### config.mk
export PLATFORM = sky130hd
export DESIGN_NAME = gray_to_binary_tracker
export DESIGN_NICKNAME = d
export VERILOG_FILES = /design/src/rtl/gray_to_binary_tracker.sv
export SDC_FILE = /design/constraint.sdc
export NUM_CORES = 1
export LEC_CHECK = 0
export BUFFER_PORTS_ARGS = -buffer_cell sky130_fd_sc_hd__buf_2
export CAP_MARGIN = 15
export CORE_UTILIZATION = 58
export DETAILED_ROUTE_END_ITERATION = 8
export PLACE_DENSITY_LB_ADDON = 0.08
export SLEW_MARGIN = 10
export SYNTH_ARGS = -nofsm -noshare
export SYNTH_HDL_FRONTEND = slang
export SYNTH_SLANG_ARGS = --single-unit
### constraint.sdc
create_clock -name clk -period 4 [get_ports clk]
set_input_delay 0.8 -clock clk [delete_from_list [all_inputs] [get_ports clk]]
set_output_delay 0.8 -clock clk [all_outputs]
set_load 0.01 [all_outputs]
### src/rtl/gray_to_binary_tracker.sv
// Gray-coded count receiver: synchronizes G, decodes it to binary and flags
// each change as an up-step, down-step or illegal multi-bit jump.
module gray_to_binary_tracker #(
    parameter int WIDTH       = 4,
    parameter int SYNC_STAGES = 2,
    parameter int ERR_CNT_W   = 8
) (
    input  logic                 clk,
    input  logic                 rst_n,
    input  logic [WIDTH-1:0]     G,
    input  logic                 clr_err,
    output logic [WIDTH-1:0]     B,
    output logic                 step_up,
    output logic                 step_dn,
    output logic                 wrap,
    output logic                 err,
    output logic [ERR_CNT_W-1:0] err_cnt
);

    function automatic logic [WIDTH-1:0] gray2bin(input logic [WIDTH-1:0] g);
        logic [WIDTH-1:0] b;
        b[WIDTH-1] = g[WIDTH-1];
        for (int i = WIDTH - 2; i >= 0; i--) begin
            b[i] = b[i+1] ^ g[i];
        end
        return b;
    endfunction

    function automatic logic [ERR_CNT_W-1:0] sat_inc(input logic [ERR_CNT_W-1:0] c);
        return (&c) ? c : c + ERR_CNT_W'(1);
    endfunction

    logic [WIDTH-1:0]     g_sync_p0 [SYNC_STAGES];
    logic [WIDTH-1:0]     g_prev_p1;
    logic [WIDTH-1:0]     g_s;
    logic [WIDTH-1:0]     b_s;
    logic [WIDTH-1:0]     g_diff;
    logic [WIDTH-1:0]     b_delta;
    logic                 one_flip;
    logic                 multi_flip;
    logic                 up_d;
    logic                 dn_d;
    logic                 wrap_d;
    logic [ERR_CNT_W-1:0] cnt_base;

    // Stage p0: synchronizer chain on the asynchronous Gray input
    always_ff @(posedge clk or negedge rst_n) begin
        if (!rst_n) begin
            for (int i = 0; i < SYNC_STAGES; i++) begin
                g_sync_p0[i] <= '0;
            end
        end else begin
            g_sync_p0[0] <= G;
            for (int i = 1; i < SYNC_STAGES; i++) begin
                g_sync_p0[i] <= g_sync_p0[i-1];
            end
        end
    end

    // B always equals gray2bin(g_prev_p1), so it serves as the previous binary value
    always_comb begin
        g_s        = g_sync_p0[SYNC_STAGES-1];
        b_s        = gray2bin(g_s);
        g_diff     = g_s ^ g_prev_p1;
        one_flip   = (g_diff != '0) && ((g_diff & (g_diff - WIDTH'(1))) == '0);
        multi_flip = (g_diff != '0) && !one_flip;
        b_delta    = b_s - B;
        up_d       = one_flip && (b_delta == WIDTH'(1));
        dn_d       = one_flip && (b_delta == '1);
        wrap_d     = (up_d && (&B)) || (dn_d && (B == '0));
        cnt_base   = clr_err ? '0 : err_cnt;
    end

    // Stage p1: decoded value, classification pulses and error count
    always_ff @(posedge clk or negedge rst_n) begin
        if (!rst_n) begin
            g_prev_p1 <= '0;
            B         <= '0;
            step_up   <= 1'b0;
            step_dn   <= 1'b0;
            wrap      <= 1'b0;
            err       <= 1'b0;
            err_cnt   <= '0;
        end else begin
            g_prev_p1 <= g_s;
            B         <= b_s;
            step_up   <= up_d;
            step_dn   <= dn_d;
            wrap      <= wrap_d;
            err       <= multi_flip;
            err_cnt   <= multi_flip ? sat_inc(cnt_base) : cnt_base;
        end
    end

endmodule

==> key figures, run 1 <==
Job
  – Max Cap Viol: 0

Power
  – Combinational share of power: 0.238
  – Pwr Density: approximately 400 nW/um^2
  – Clock power frac: 0.209
  – Net Sw Frac: 0.314
  – Total Power: 0.573 mW
  – Internal power: slightly below 0.4 mW
  – LEAKAGE: 0.664 nW
  – Peak supply drop: between 0.3 and 0.4 mV
  – Psw: 0.180 mW
  – Reg power frac: 0.554

GRT
  – Vias in the first global route: 871
  – GRT Overall Usage: 0.202
  – GR Overflow Total: 0
  – Maximum number of pins on one net before global-route repair: 28
  – Initial antenna violation count: 0
  – First-pass GRT wire length: 3.61 mm

Timing
  – Crit share post-route: 0.675
  – Worst slew pin tran: roughly 0.58 ns
  – RSZ-0062 raised after global routing: no
  – Setup Viol. Count Final: 0
  – Slew margin rel.: 0.615
  – Setup Skew: 0.00433 ns
  – Minimum clock period: roughly 2.7 ns
  – Endpoints failing hold: 0
  – Fmax: about 0.37 GHz
  – Final Max Slew Viols: 0
  – Setup total negative slack: 0 ns

Setup path
  – Reg-to-reg critical path startpoint: g_s[2]
  – Crit-path max FO: 4
  – FF-to-FF End: wrap
  – Top delay family on crit path: XOR/XNOR gates
  – R2R Setup Slk: 1.30 ns
  – CP max stage cell: dfrtp_1
  – CP Data Arrival Time: 2.96 ns
  – Cell mode on critical path: xor2_1
  – Crit path largest cell delay: 0.46 ns
  – Critical Path Start Type: register
  – WS Path Type: register to register
  – Critical path buffer and inverter count: 0
  – Cell Chain, Critical Path: xor2_1, xnor2_1, xor2_1, ha_1, fa_1, xor2_1, nor2_1, nand2_1, or3_1, a21boi_0
  – Worst EP required: between 4 and 5 ns
  – Worst r2r path cells: 10
  – Worst setup EP type: register

Hold path
  – HP Class: register to register
  – Hold-critical path depth: 0
  – Hold path endpoint: g_s[1]
  – Hold wc startpoint: g_sync_p0[5]

Clocking
  – Clk root buf: clkbuf_4
  – Post-CTS setup buffers: 0
  – H-tree levels: 1
  – Clock Latency Late Sink: ~0.33 ns
  – Max Buffers Root-to-Sink: 2
  – Clock Pin Slew Worst Setup and Hold Paths: around 0.15 ns
  – Hold-fix buffers, CTS: 0
  – Clock Sinks: 27
  – Cts repair resizes: 0
  – TritonCTS Buffers: 3
  – CTS tree: done

Route
  – Drt total wl: 2.03 mm
  – Antenna Nets Post-Route: 0
  – Vias: between 800 and 900
  – DR WL/cell: 12.8 um
  – Post-route DRC: 0
  – Via/cell ratio: 5.46
  – Drt first pass iters: 4
  – Initial DRC Count: 15

Finish
  – Post-route cell area: 1410 um^2
  – Layout area overhead: 12.4%
  – Final net count: about 140
  – Layout cell share with drive strength beyond 1: 0.229
  – Diodes inserted: 0

Die
  – Full die area: 2350 um^2
  – Starting Density: 0.627
  – Placeable Area: around 2000 um^2
  – Chip height: roughly 49 um
  – DIE WIDTH: just under 50 um
  – # rows: 16
  – I/O pin count: 23

Synthesis
  – Mapped Cells: 108
  – Post-synth EDFFs: 0
  – Post-synthesis sequential area ratio: 0.538
  – Syn Nets: 120
  – Distinct cells, synth: 34
  – Seq cells post-synth: 27
  – Ys async rst share: 1.00
  – Yosys warns: 0
  – Synth Flop Type: dfrtp_1
  – Mean post-synth cell area: 11.6 um^2
  – Cell area after synthesis: 1250 um^2

Placement
  – Final HPWL DP: 1.51 mm
  – GPL Wtd Cong: 0.789
  – Count of buffers from port buffering: 22
  – Placed inst area: 1380 um^2

Status
  – Status: complete, no violations
sequential cells by signal (all words and copies together), names as in the netlist, 3 cells and up:
signal     flops
g_prev_p1      3
g_sync_p0      4
B              4
g_s            4
err_cnt        8
kinds of logic (layout without fill, tap and decap cells):
group	count (synthesis)	in the layout	synth area share
buffers and inverters	9	32	0.0329
muxes	2	2	0.0179
AOI/OAI and AO/OA	15	15	0.0907
and+or+nand+nor	35	35	0.158
adders and majority gates	6	6	0.0648
DFF	27	27	0.538
xor gates and xnor gates	14	14	0.0977
per-layer routing:
metal,up-vias,global-route usage,wire (um)
met2,28,0.366,1020
met4,0,0.0882,29
met3,4,0.0314,72
met1,408,0.235,906
met5,-,0,0
li1,423,-,-
cells in the mapped netlist (all sizes together), types with 2 or more instances:
cell type  number  area share
o21ai           4       0.019
buf             2       0.012
nand3           5       0.020
a21oi           4       0.019
mux2            2       0.018
nand4           2       0.010
nor2b           6       0.030
nand2           2      0.0060
and3            2       0.010
a311oi          2       0.014
inv             6       0.018
xnor2           7       0.049
a41oi           2       0.014
nor2            7       0.021
ha              4       0.040
nand2b          2       0.010
nor3            2      0.0080
xor2            7       0.049
dfrtp          27        0.54
layout make-up:
cell class	count	area [um^2]
tap	27	33.8
inverter	6	22.5
sequential	27	676
clock inverter	1	7.51
multi-input combinational	72	538
timing repair buffer	22	110
clock buffer	3	22.5
fill	158	592
how the worst max path moves through the flow:
stage | from | endpoint | depth (start not counted)
floorplan | clr_err | err_cnt[1] | 8
global placement | clr_err | err_cnt[1] | 8
detailed placement | clr_err | err_cnt[1] | 8
CTS | g_s[2] | wrap | 10
global route | g_s[2] | wrap | 10
finish | g_s[2] | wrap | 10
stage by stage:
| stage | worst slack (ns) | cells | utilization | hold WS [ns] |
|---|---|---|---|---|
| 2_1_floorplan | 1.44 | 108 | - | 0.331 |
| 3_3_place_gp | 1.30 | 154 | 0.689 | 0.333 |
| 3_5_place_dp | 1.27 | 154 | 0.689 | 0.342 |
| 4_1_cts | 1.30 | 158 | 0.704 | 0.375 |
| 5_1_grt | 1.11 | 158 | 0.704 | 0.378 |
| 6_report | 1.30 | 158 | 0.704 | 0.372 |
layout by cell type (no fill, tap or decap), types with 3 or more instances in the layout:
| cell | Yosys | layout |
|---|---|---|
| clkbuf_4 | 0 | 3 |
| o21ai_0 | 3 | 3 |
| xor2_1 | 7 | 7 |
| nor2_1 | 7 | 7 |
| a21oi_1 | 3 | 3 |
| nand3_1 | 5 | 5 |
| buf_2 | 0 | 22 |
| dfrtp_1 | 27 | 27 |
| xnor2_1 | 7 | 7 |
| ha_1 | 4 | 4 |
| inv_1 | 6 | 6 |
| nor2b_1 | 6 | 6 |
power groups by stage:
stage	Combinational [mW]	Clock, mW	Sequential, mW
6_report	0.136	0.119	0.317
5_1_grt	0.154	0.135	0.321
4_1_cts	0.138	0.124	0.317
3_5_place_dp	0.137	0	0.322
3_3_place_gp	0.131	0	0.321
2_1_floorplan	0.0857	0	0.329
No activity file was read; power rests on OpenSTA's default activity.
==> run 2: changes to the inputs <==
Settings changed: CORE_UTILIZATION 58 to 53.
Clock period 4 ns to 2.7 ns, I/O delays scaled along.
==> key figures, run 2 (synthesis gave the netlist of run 1 again) <==
Placement
  – Final HPWL DP: 1.64 mm
  – GPL Wtd Cong: 0.812
  – Count of buffers from port buffering: 22
  – Pre-CTS WS: -0.0701 ns
  – Inst Count DP: 156

Die
  – Starting Density: 0.567
  – I/O pin count: 23
  – DIE WIDTH: 50.7 um
  – Chip height: between 50 and 60 um
  – Full die area: 2570 um^2
  – # rows: 17
  – Placeable Area: 2210 um^2

Finish
  – Final net count: 146
  – Diodes inserted: 0
  – Commonest non-fill, non-tap cell in the layout: dfrtp_1
  – Non-Filler Instances: 161
  – Most frequent cells in the layout: dfrtp_1 (26), buf_2 (22), nor2_1 (7)
  – Layout cell share with drive strength beyond 1: 0.263
  – Biggest register: err_cnt
  – Layout area overhead: 14.9%
  – Max reg flops: 8

Hold path
  – HP Class: input port to async pin

Setup path
  – Critical Path Start: g_s[2]
  – Worst setup EP type: register
  – Reg-to-reg critical path startpoint: g_s[2]
  – FF-to-FF End: wrap
  – End of the critical path: wrap
  – Worst EP required: 2.93 ns
  – Worst r2r path cells: 9
  – WS Path Type: register to register
  – Critical Path Start Type: register
  – Crit-path max FO: 4
  – CP Data Arrival Time: 2.85 ns
  – R2R Setup Slk: approximately 0.084 ns

Job
  – Max Cap Viol: 0

Power
  – Peak supply drop: 0.414 mV
  – Pwr Density: 588 nW/um^2
  – LEAKAGE: approximately 0.68 nW
  – Total Power: 0.848 mW

Route
  – Drt first pass iters: 4
  – Via/cell ratio: 5.53
  – Vias: between 800 and 900
  – Antenna Nets Post-Route: 0
  – DR WL/cell: 13.4 um
  – Post-route DRC: 0
  – Initial DRC Count: 20
  – Drt total wl: 2.16 mm

Timing
  – Crit share post-route: 0.969
  – Worst slew pin tran: roughly 0.57 ns
  – Final Max Slew Viols: 0
  – Minimum clock period: 2.62 ns
  – Slew margin rel.: 0.620
  – Fmax: 0.382 GHz
  – Setup Viol. Count Final: 0
  – Setup WS post-layout: 0.0841 ns
  – Setup Skew: approximately 0.0029 ns
  – Endpoints failing hold: 0

GRT
  – Vias in the first global route: 845
  – GR Overflow Total: 0
  – GRT Overall Usage: 0.195
  – GR Util met3: 0.0394
  – First-pass GRT wire length: between 3 and 4 mm
  – Maximum number of pins on one net before global-route repair: 28
  – GR Layer Usage met2: 0.320
  – Busiest grt layer: met2
  – Initial antenna violation count: 0
  – GR Util met1: 0.253

Clocking
  – Max Buffers Root-to-Sink: 2
  – Clk root buf: clkbuf_4
  – Clock Latency Late Sink: 0.31 ns
  – Clock Pin Slew Worst Setup and Hold Paths: approximately 0.13 ns
  – Hold-fix buffers, CTS: 0
  – H-tree levels: 1
  – Clock Sinks: 27
  – TritonCTS Buffers: 3
  – CTS tree: done

Status
  – Status: complete, no violations
run 2: layer usage:
layer  vias to the layer above  part of all wire  wire length (um)
li1                        424                 -                 -
met1                       435              0.45               964
met2                        32              0.50              1090
met3                         0             0.049               105
met4                         0                 0                 0
met5                         -                 0                 0
run 2: through the flow:
stage	hold WS (ns)	util	instance area [um^2]	TNS [ns]
floorplan	0.244	-	1250	0
finish	0.196	0.652	1440	0
global placement	0.335	0.628	1390	0
global route	0.241	0.652	1440	-0.0226
CTS	0.215	0.646	1430	0
detailed placement	0.339	0.628	1390	-0.0701
run 2: final cells by class:
| type | instances | area (um^2) |
|---|---|---|
| repair buffers | 24 | 125 |
| multi-input cells | 72 | 556 |
| flip-flops and latches | 27 | 677 |
| well taps | 28 | 35.0 |
| fillers | 187 | 771 |
| inverters | 6 | 22.5 |
| clock buffers | 4 | 26.3 |
run 2: power breakdown:
| part | internal, mW | switching (mW) | total, mW | leakage (nW) |
|---|---|---|---|---|
| Combinational | 0.0926 | 0.118 | 0.211 | 0.330 |
| Sequential | 0.440 | 0.0308 | 0.471 | 0.334 |
| Clock | 0.0577 | 0.108 | 0.166 | 0.0150 |
| Total | 0.590 | 0.257 | 0.848 | 0.679 |
run 2: critical path, cell delays in order (launching register included):
cell and delay [ns]:
dfrtp_2 0.47, xor2_2 0.21, xnor2_2 0.25, xor2_1 0.24, ha_2 0.24, fa_1 0.43
nor2_1 0.14, nand2_1 0.06, or3_1 0.30, a21boi_0 0.20
run 2: worst min-delay path by stage:
stage / start / to / depth (start not counted)
2_1_floorplan: rst_n / B[0] / 0
3_3_place_gp: g_sync_p0[4] / g_s[0] / 0
3_5_place_dp: g_sync_p0[5] / g_s[1] / 0
4_1_cts: rst_n / B[0] / 1
5_1_grt: rst_n / B[1] / 1
6_report: rst_n / B[1] / 1
run 2: what timing repair did:
action / CTS / global route
endpoints found under the setup margin: 1 / 1
pin swaps: 0 / 2
resized for setup: 2 / 2
buffers inserted: 0 / 1
==> run 3: changes to the inputs <==
Settings changed: CORE_MARGIN set to 3, SLEW_MARGIN 10 to 30.
==> key figures, run 3 (synthesis gave the netlist of run 1 again) <==
Route
  – DR WL/cell: 15.5 um
  – Antenna Nets Post-Route: 0
  – Initial DRC Count: 10
  – Drt first pass iters: 4
  – Drt total wl: 2.51 mm
  – Post-route DRC: 0
  – Via/cell ratio: 5.59
  – Vias: 905

Timing
  – Crit share post-route: 0.961
  – Worst slew pin tran: between 0.5 and 0.6 ns
  – Final Max Slew Viols: 0
  – Worst hold margin: 0.175 ns
  – Endpoints failing hold: 0
  – Setup Skew: 0.00507 ns
  – Minimum clock period: 2.59 ns
  – Fmax: just under 0.4 GHz
  – Slew margin rel.: 0.611
  – RSZ-0062 raised after global routing: no
  – Setup total negative slack: 0 ns
  – Setup Viol. Count Final: 0

Clocking
  – TritonCTS Buffers: 3
  – Clk root buf: clkbuf_4
  – Clock Pin Slew Worst Setup and Hold Paths: 0.16 ns
  – CTS tree: done
  – H-tree levels: 1
  – Clock Latency Late Sink: approximately 0.34 ns
  – Max Buffers Root-to-Sink: 2
  – Clock Sinks: 27
  – Hold-fix buffers, CTS: 0

Power
  – Total Power: about 0.90 mW
  – Pwr Density: 606 nW/um^2
  – LEAKAGE: between 0.6 and 0.7 nW
  – Peak supply drop: 0.428 mV

Placement
  – GPL Wtd Cong: between 0.7 and 0.8
  – Final HPWL DP: 1.75 mm
  – Count of buffers from port buffering: 22

Setup path
  – Worst r2r path cells: 9
  – Crit-path max FO: 4
  – FF-to-FF End: wrap
  – Critical Path Start Type: register
  – Worst setup EP type: register
  – CP Data Arrival Time: 2.87 ns
  – WS Path Type: register to register
  – Worst EP required: 2.98 ns
  – R2R Setup Slk: roughly 0.11 ns
  – Reg-to-reg critical path startpoint: g_s[2]

GRT
  – GR Overflow Total: 0
  – GRT Overall Usage: 0.189
  – Initial antenna violation count: 0
  – Maximum number of pins on one net before global-route repair: 28
  – Vias in the first global route: 861
  – First-pass GRT wire length: 3.93 mm

Finish
  – Final net count: 148
  – Layout cell share with drive strength beyond 1: 0.304
  – Multi-input gate area: 583 um^2
  – Most frequent cells in the layout: dfrtp_1 (25), buf_2 (22)
  – Commonest non-fill, non-tap cell in the layout: dfrtp_1
  – Layout area overhead: 18.6%
  – Storage cell area: 678 um^2
  – Max reg flops: 8
  – Diodes inserted: 0
  – Fillers: 168
  – Biggest register: err_cnt

Die
  – DIE WIDTH: 54.7 um
  – Placeable Area: 2100 um^2
  – Chip height: 54.7 um
  – I/O pin count: 23
  – # rows: 16
  – Starting Density: 0.597
  – Full die area: 2990 um^2

Hold path
  – HP Class: input port to async pin

Job
  – Max Cap Viol: 0

Status
  – Status: complete, no violations
## run 3: cell types whose count changed in the layout (fill, tap and decap cells not counted), sizes merged
cell | previous run | this run
inv | 6 | 7
buf | 24 | 26
clkbuf | 4 | 3
## run 3: stage by stage
step / instance area (um^2) / utilization / setup WS [ns] / cells
3_3_place_gp: 1390 / 0.660 / 0.173 / 155
3_5_place_dp: 1390 / 0.660 / -0.0657 / 155
6_report: 1490 / 0.708 / 0.105 / 162
2_1_floorplan: 1250 / - / 0.252 / 108
4_1_cts: 1430 / 0.682 / 0.0194 / 159
5_1_grt: 1490 / 0.708 / 0.00923 / 162
## run 3: worst max-delay path by stage
| stage | startpoint | to | slack [ns] | cells after the start |
|---|---|---|---|---|
| final | g_s[2] | wrap | 0.11 | 9 |
| after global routing | g_s[2] | wrap | 0.009 | 9 |
| after CTS | g_s[2] | wrap | 0.02 | 10 |
| after detailed placement | g_s[2] | wrap | -0.07 | 10 |
| after global placement | g_s[2] | wrap | 0.17 | 10 |
| after floorplan | g_s[2] | wrap | 0.25 | 10 |
## run 3: where the power goes
part / switching [mW] / total, mW / internal (mW)
Combinational: 0.131 / 0.237 / 0.106
Sequential: 0.0335 / 0.474 / 0.440
Clock: 0.132 / 0.193 / 0.0606
Total: 0.297 / 0.903 / 0.606
## run 3: worst max-delay path, cell delays in order (launching register included)
cell	delay (ns)
dfrtp_2	0.50
xor2_4	0.23
xnor2_4	0.24
xor2_1	0.21
ha_2	0.23
fa_2	0.46
nor2_2	0.13
nand2_1	0.08
or3_1	0.32
a21boi_1	0.14
## run 3: what timing repair did
action / 4_1_cts / 5_1_grt
gates resized for setup: 2 / 8
cloned: 0 / 0
endpoints found under the setup margin: 1 / 1
pin swaps: 0 / 3
buffers inserted: 0 / 3
## run 3: cell type report
cell class	count	area share
multi-input cells	72	0.392
well taps	27	0.0227
inverters	6	0.0151
clock buffers	3	0.0151
clock inverters	1	0.00588
flip-flops and latches	27	0.455
repair buffers	26	0.0941
## run 3: routing by layer
layer | vias to the layer above | GRT usage | wire [um]
met2 | 28 | 0.313 | 1250
met1 | 441 | 0.231 | 1080
met3 | 6 | 0.0463 | 126
met4 | 0 | 0.0830 | 45
met5 | - | 0 | 0
li1 | 430 | - | -
